## src/rtl/onehot_event_encoder_pkg.sv

```systemverilog
// Shared types and helpers for the one-hot event encoder.
// Optional rotating priority is enabled with ENC_ROUND_ROBIN_EN.
package enc_pkg;

  localparam int N_REQ = 16;
  localparam int CW    = 4;

  typedef enum logic {
    ST_IDLE,
    ST_SEND
  } state_t;

  function automatic logic [N_REQ-1:0] onehot16(
    input logic [CW-1:0] idx
  );
    return N_REQ'(1) << idx;
  endfunction

endpackage

```

## src/rtl/onehot_event_encoder_if.sv

```systemverilog
// Valid/ready index stream between the encoder and its consumer.
interface onehot_event_encoder_if;
  import enc_pkg::*;

  logic          out_valid;
  logic          out_ready;
  logic [CW-1:0] out_code;

  modport master (
    output out_valid,
    output out_code,
    input  out_ready
  );

  modport slave (
    input  out_valid,
    input  out_code,
    output out_ready
  );

endinterface

```

## src/rtl/onehot_event_encoder_prio_select.sv

```systemverilog
// Priority pick over a 16-bit vector, searching upward from start
// and wrapping 15 -> 0.
module onehot_prio_select
  import enc_pkg::*;
(
  input  logic [N_REQ-1:0] vec,
  input  logic [CW-1:0]    start,
  output logic [CW-1:0]    idx,
  output logic             any
);

  logic          found;
  logic [CW-1:0] j;

  always_comb begin
    idx   = '0;
    found = 1'b0;
    j     = '0;
    any   = |vec;
    for (int i = 0; i < N_REQ; i++) begin
      j = start + CW'(i);
      if (!found && vec[j]) begin
        idx   = j;
        found = 1'b1;
      end
    end
  end

endmodule

```

## src/rtl/onehot_event_encoder.sv

```systemverilog
// Sticky 16-line event collector emitting 4-bit indices on valid/ready.
// ENC_ROUND_ROBIN_EN selects rotating instead of fixed-lowest priority.
module onehot_event_encoder
  import enc_pkg::*;
(
  input  logic                   clk,
  input  logic                   rst,
  input  logic                   en,
  input  logic                   clr,
  input  logic [N_REQ-1:0]       req_in,
  onehot_event_encoder_if.master out_if,
  output logic [N_REQ-1:0]       pending,
  output logic                   ovf
);

  state_t           state_q, state_d;
  logic [N_REQ-1:0] pending_q, pending_d;
  logic [CW-1:0]    code_q, code_d;
  logic             ovf_q, ovf_d;

  logic             hs;
  logic [N_REQ-1:0] grant_mask;
  logic [N_REQ-1:0] remain;
  logic [CW-1:0]    sel_idx;
  logic             sel_any;
  logic [CW-1:0]    start;

`ifdef ENC_ROUND_ROBIN_EN
  logic [CW-1:0] rr_ptr_q, rr_ptr_d;

  always_comb begin
    rr_ptr_d = rr_ptr_q;
    if (hs && !clr) rr_ptr_d = code_q + CW'(1);
  end

  always_ff @(posedge clk) begin
    if (rst) rr_ptr_q <= '0;
    else     rr_ptr_q <= rr_ptr_d;
  end

  assign start = rr_ptr_q;
`else
  assign start = '0;
`endif

  assign hs         = (state_q == ST_SEND) && out_if.out_ready;
  assign grant_mask = hs ? onehot16(code_q) : '0;
  // The in-flight bit is excluded so the next pick never repeats it.
  assign remain     = pending_q & ~grant_mask;

  onehot_prio_select u_sel (
    .vec   (remain),
    .start (start),
    .idx   (sel_idx),
    .any   (sel_any)
  );

  always_comb begin
    state_d   = state_q;
    code_d    = code_q;
    pending_d = en ? (remain | req_in) : remain;
    ovf_d     = ovf_q | (en && |(req_in & remain));
    unique case (state_q)
      ST_IDLE: begin
        if (sel_any) begin
          code_d  = sel_idx;
          state_d = ST_SEND;
        end
      end
      ST_SEND: begin
        if (hs) begin
          if (sel_any) code_d  = sel_idx;
          else         state_d = ST_IDLE;
        end
      end
      default: state_d = ST_IDLE;
    endcase
    if (clr) begin
      pending_d = '0;
      state_d   = ST_IDLE;
      ovf_d     = ovf_q;
    end
  end

  always_ff @(posedge clk) begin
    if (rst) begin
      state_q   <= ST_IDLE;
      pending_q <= '0;
      code_q    <= '0;
      ovf_q     <= 1'b0;
    end else begin
      state_q   <= state_d;
      pending_q <= pending_d;
      code_q    <= code_d;
      ovf_q     <= ovf_d;
    end
  end

  assign out_if.out_valid = (state_q == ST_SEND);
  assign out_if.out_code  = code_q;
  assign pending          = pending_q;
  assign ovf              = ovf_q;

endmodule
```

## src/flat_wrapper.sv

```systemverilog
// flat-port wrapper written by rule: the top's interface ports become plain ports
module onehot_event_encoder_flat import enc_pkg::*;
  (clk, rst, en, clr, req_in, pending, ovf, out_if_out_valid, out_if_out_code, out_if_out_ready);
  onehot_event_encoder_if out_if_i ();
  input  logic clk;
  input  logic rst;
  input  logic en;
  input  logic clr;
  input  logic [N_REQ-1:0] req_in;
  output logic [N_REQ-1:0] pending;
  output logic ovf;
  output wire logic [$bits(out_if_i.out_valid)-1:0] out_if_out_valid;
  output wire logic [$bits(out_if_i.out_code)-1:0] out_if_out_code;
  input wire logic [$bits(out_if_i.out_ready)-1:0] out_if_out_ready;
  assign out_if_out_valid = out_if_i.out_valid;
  assign out_if_out_code = out_if_i.out_code;
  assign out_if_i.out_ready = out_if_out_ready;
  onehot_event_encoder u_core (.clk(clk), .rst(rst), .en(en), .clr(clr), .req_in(req_in), .out_if(out_if_i), .pending(pending), .ovf(ovf));
endmodule
```

## config.mk

```make
export PLATFORM = sky130hd
export DESIGN_NAME = onehot_event_encoder_flat
export DESIGN_NICKNAME = d
export VERILOG_FILES = /design/src/rtl/onehot_event_encoder_pkg.sv /design/src/rtl/onehot_event_encoder_if.sv /design/src/rtl/onehot_event_encoder_prio_select.sv /design/src/rtl/onehot_event_encoder.sv /design/src/flat_wrapper.sv
export SDC_FILE = /design/constraint.sdc
export NUM_CORES = 1
export LEC_CHECK = 0
export BUFFER_PORTS_ARGS = -buffer_cell sky130_fd_sc_hd__clkbuf_2
export CAP_MARGIN = 20
export CELL_PAD_IN_SITES_DETAIL_PLACEMENT = 2
export CELL_PAD_IN_SITES_GLOBAL_PLACEMENT = 2
export CORE_MARGIN = 5
export CORE_UTILIZATION = 30
export DETAILED_ROUTE_END_ITERATION = 10
export PLACE_DENSITY = 0.95
export SYNTH_ARGS = -nofsm -noshare
export SYNTH_HDL_FRONTEND = slang
export SYNTH_SLANG_ARGS = --single-unit
```

## constraint.sdc

```tcl
create_clock -name clk -period 5.5 [get_ports clk]
set_clock_uncertainty 0.05 [all_clocks]
set_input_delay 1.1 -clock clk [delete_from_list [all_inputs] [get_ports clk]]
set_output_delay 1.1 -clock clk [all_outputs]
set_load 0.01 [all_outputs]
```

==> results.json <==
{
  "outcome": "completed",
  "synth.ff_latch_count": 22,
  "die_area_um2": 6320,
  "coreArea_um2": 4690,
  "synth-adder-area-share": 0,
  "most-common-layout-cells": "clkbuf_2, dfxtp_1, a21oi_1",
  "first_global_vias": 1872,
  "setup-tns-final_ps": 0,
  "hold_slack_ps": 465,
  "reg2reg_from": "u_core.out_if.out_code[0]$_SDFFE_PP0P_",
  "drt_iter0_markers": 71,
  "place_hpwl_mm": 4.39,
  "die_h_um": 79.5,
  "via_count": 1669,
  "setup_viol": 0,
  "drcViolationCount": 0,
  "hold_viol": 0,
  "worstPathArrival_ps": 3030,
  "ys_types": 46,
  "synth_mux_area_frac": 0.00777,
  "crit_required_ps": 5600,
  "end_kind": "flop",
  "r2r_cells": 6,
  "track_usage": 0.190,
  "ys.warnings.count": 0,
  "path_delay_family": "simple AND/OR/NAND/NOR gates",
  "worstSetupStartpoint": "out_if_out_ready",
  "cts_buffers": 3,
  "slowest_delay_ps": 530,
  "rsz0062_at_grt": "false",
  "layout.nets": 248,
  "antenna_found_initial": 0,
  "cp_max_fo": 9,
  "final_util": 0.365,
  "r2r_slack_ps": 2780,
  "drv_cap": 0,
  "synthCells": 192,
  "drt-total-wl_mm": 5.73,
  "critical_path_cell_count": 7,
  "std_cell_rows": 25,
  "synthArstFlopShare": 0,
  "path_cells": "clkbuf_2 > nand4b_1 > o21ai_1 > o21ai_0 > or4_1 > nor4_1 > o2bb2ai_1",
  "route.detailed.wl_per_inst_um": 20.5,
  "io-pin-count": 43,
  "route.antenna.remaining_nets": 0,
  "port_buffers": 42,
  "synth_compound_gate_area_share": 0.336,
  "cts_tree": "done",
  "ys_seq_area_frac": 0.304,
  "synth_top_flop_cell": "dfxtp_1",
  "drive_gt1_frac": 0.235,
  "cts.sinks": 22,
  "overflow": 0,
  "vdd_ir_drop_max_uv": 76.2,
  "synth_edf_count": 0,
  "clk_latency_ps": 260,
  "gp_congestion": 0.862,
  "cts_hold_buf": 0,
  "cts_buffer_depth": 2,
  "worstSetupPathType": "in -> reg",
  "syn_area_per_cell_um2": 7.55,
  "die_x_um": 79.5,
  "clkTransAtPathRegs_ps": 80,
  "grt_pass1_wl_mm": 9.47,
  "syn-num-nets": 213,
  "crit_buf_inv": 1,
  "h-tree-depth": 1,
  "syn_area_um2": 1450,
  "slew_violations": 0,
  "synthSimpleGateAreaFrac": 0.272,
  "period_minus_slack_ps": 2930,
  "area_growth_pct": 18.0,
  "worstMarginPinSlew_ps": 618,
  "viasPerCell": 5.96,
  "num-fill-cells": 591,
  "worstSetupEndpoint": "u_core.ovf$_SDFFE_PP0N_",
  "synth_xor_area_frac": 0,
  "layout_commonest_cell": "clkbuf_2",
  "start_kind": "input pin",
  "r2r_end": "u_core.ovf$_SDFFE_PP0N_",
  "hp-class": "reg -> reg",
  "cts_resized": 0,
  "drtPass1Iterations": 4,
  "initial_utilization": 0.309,
  "n_antenna_cell": 0,
  "fin_crit_sh": 0.533,
  "p_leak_nw": 0.694,
  "cts_setup_buffers": 0,
  "root_buffer": "clkbuf_8",
  "crit_slowest_cell": "or4_1",
  "max_slew_margin": 0.588,
  "p_per_area_nw_per_um2": 245,
  "max_freq_mhz": 341,
  "synth_top_family_by_area": "compound AO/OA/AOI/OAI gates",
  "grt_max_degree": 19
}
==> per-stage QoR <==
stage          std cells  power (W)  setup slack, ps  cell area [um2]
2_1_floorplan        192   0.000268             2640             1450
3_3_place_gp         276   0.000298             2530             1660
3_5_place_dp         276   0.000303             2410             1660
4_1_cts              280   0.000425             2620             1710
5_1_grt              280   0.000446             2530             1710
6_report             280   0.000418             2570             1710
==> worst reg2reg max path, stage by stage, from the launching register on <==
cell and delay (ps):
dfxtp_1 720, nand4_1 400, o21ai_0 420, o22ai_1 140
or4_1 430, nor4_1 330, o2bb2ai_1 110
==> cell type report <==
| class | count | area, um2 | share of cell area |
|---|---|---|---|
| multi-input cells | 146 | 892 | 0.522 |
| flip-flops and latches | 22 | 440 | 0.257 |
| repair buffers | 42 | 210 | 0.123 |
| well taps | 54 | 67.6 | 0.0395 |
| clock buffers | 4 | 55.1 | 0.0322 |
| inverters | 12 | 45.0 | 0.0263 |
==> Yosys cell counts, drive strengths merged, types with 2 or more instances <==
cell type / instances / share of area
clkbuf: 6 / 0.016
nor4: 2 / 0.0086
and2: 2 / 0.0086
o211ai: 4 / 0.021
o32a: 3 / 0.021
a211o: 2 / 0.012
nand4b: 2 / 0.012
a221oi: 2 / 0.012
nand2: 16 / 0.041
o21a: 4 / 0.021
a22oi: 3 / 0.019
a21oi: 18 / 0.062
nor2b: 5 / 0.022
o221ai: 2 / 0.012
inv: 12 / 0.031
or2: 4 / 0.017
a31oi: 3 / 0.013
o22ai: 3 / 0.013
buf: 6 / 0.034
nor2: 16 / 0.041
nor3: 8 / 0.028
nand3: 3 / 0.010
o31ai: 4 / 0.021
or4: 2 / 0.010
nand2b: 6 / 0.031
nand3b: 3 / 0.016
dfxtp: 22 / 0.30
o21ai: 15 / 0.052
o32ai: 2 / 0.012
==> where the power goes <==
group          switching, W  internal (W)
registers         0.0000245      0.000169
logic             0.0000627     0.0000446
clock network     0.0000535     0.0000638
==> logic make-up (layout without fill, tap and decap cells) <==
| group | after synthesis | after routing |
|---|---|---|
| DFF | 22 | 22 |
| AOI/OAI and AO/OA | 72 | 72 |
| buffers and inverters | 24 | 58 |
| muxes | 1 | 1 |
| and+or+nand+nor | 73 | 73 |
==> sequential cells by signal, summed over array words and instances, names as in the netlist <==
name,count
u_core.out_if.out_code,4
u_core.ovf,1
u_core.out_if.out_valid,1
u_core.pending,16
==> routing by layer <==
metal / share of wire / vias to the layer above / GRT usage
met2: 0.52 / 55 / 0.347
met4: 0.018 / 0 / 0.0636
li1: - / 776 / -
met3: 0.046 / 12 / 0.0293
met1: 0.41 / 826 / 0.223
met5: 0 / - / 0
==> worst min path at each step <==
stage                                        from                 endpoint  slack [ps]  cells past startpoint
after detailed placement  u_core.ovf$_SDFFE_PP0N_  u_core.ovf$_SDFFE_PP0N_         450                      1
after CTS                 u_core.ovf$_SDFFE_PP0N_  u_core.ovf$_SDFFE_PP0N_         460                      1
after floorplan           u_core.ovf$_SDFFE_PP0N_  u_core.ovf$_SDFFE_PP0N_         440                      1
after global placement    u_core.ovf$_SDFFE_PP0N_  u_core.ovf$_SDFFE_PP0N_         450                      1
final                     u_core.ovf$_SDFFE_PP0N_  u_core.ovf$_SDFFE_PP0N_         470                      1
after global routing      u_core.ovf$_SDFFE_PP0N_  u_core.ovf$_SDFFE_PP0N_         470                      1
Note: power is estimated with default switching activity, not from simulation.
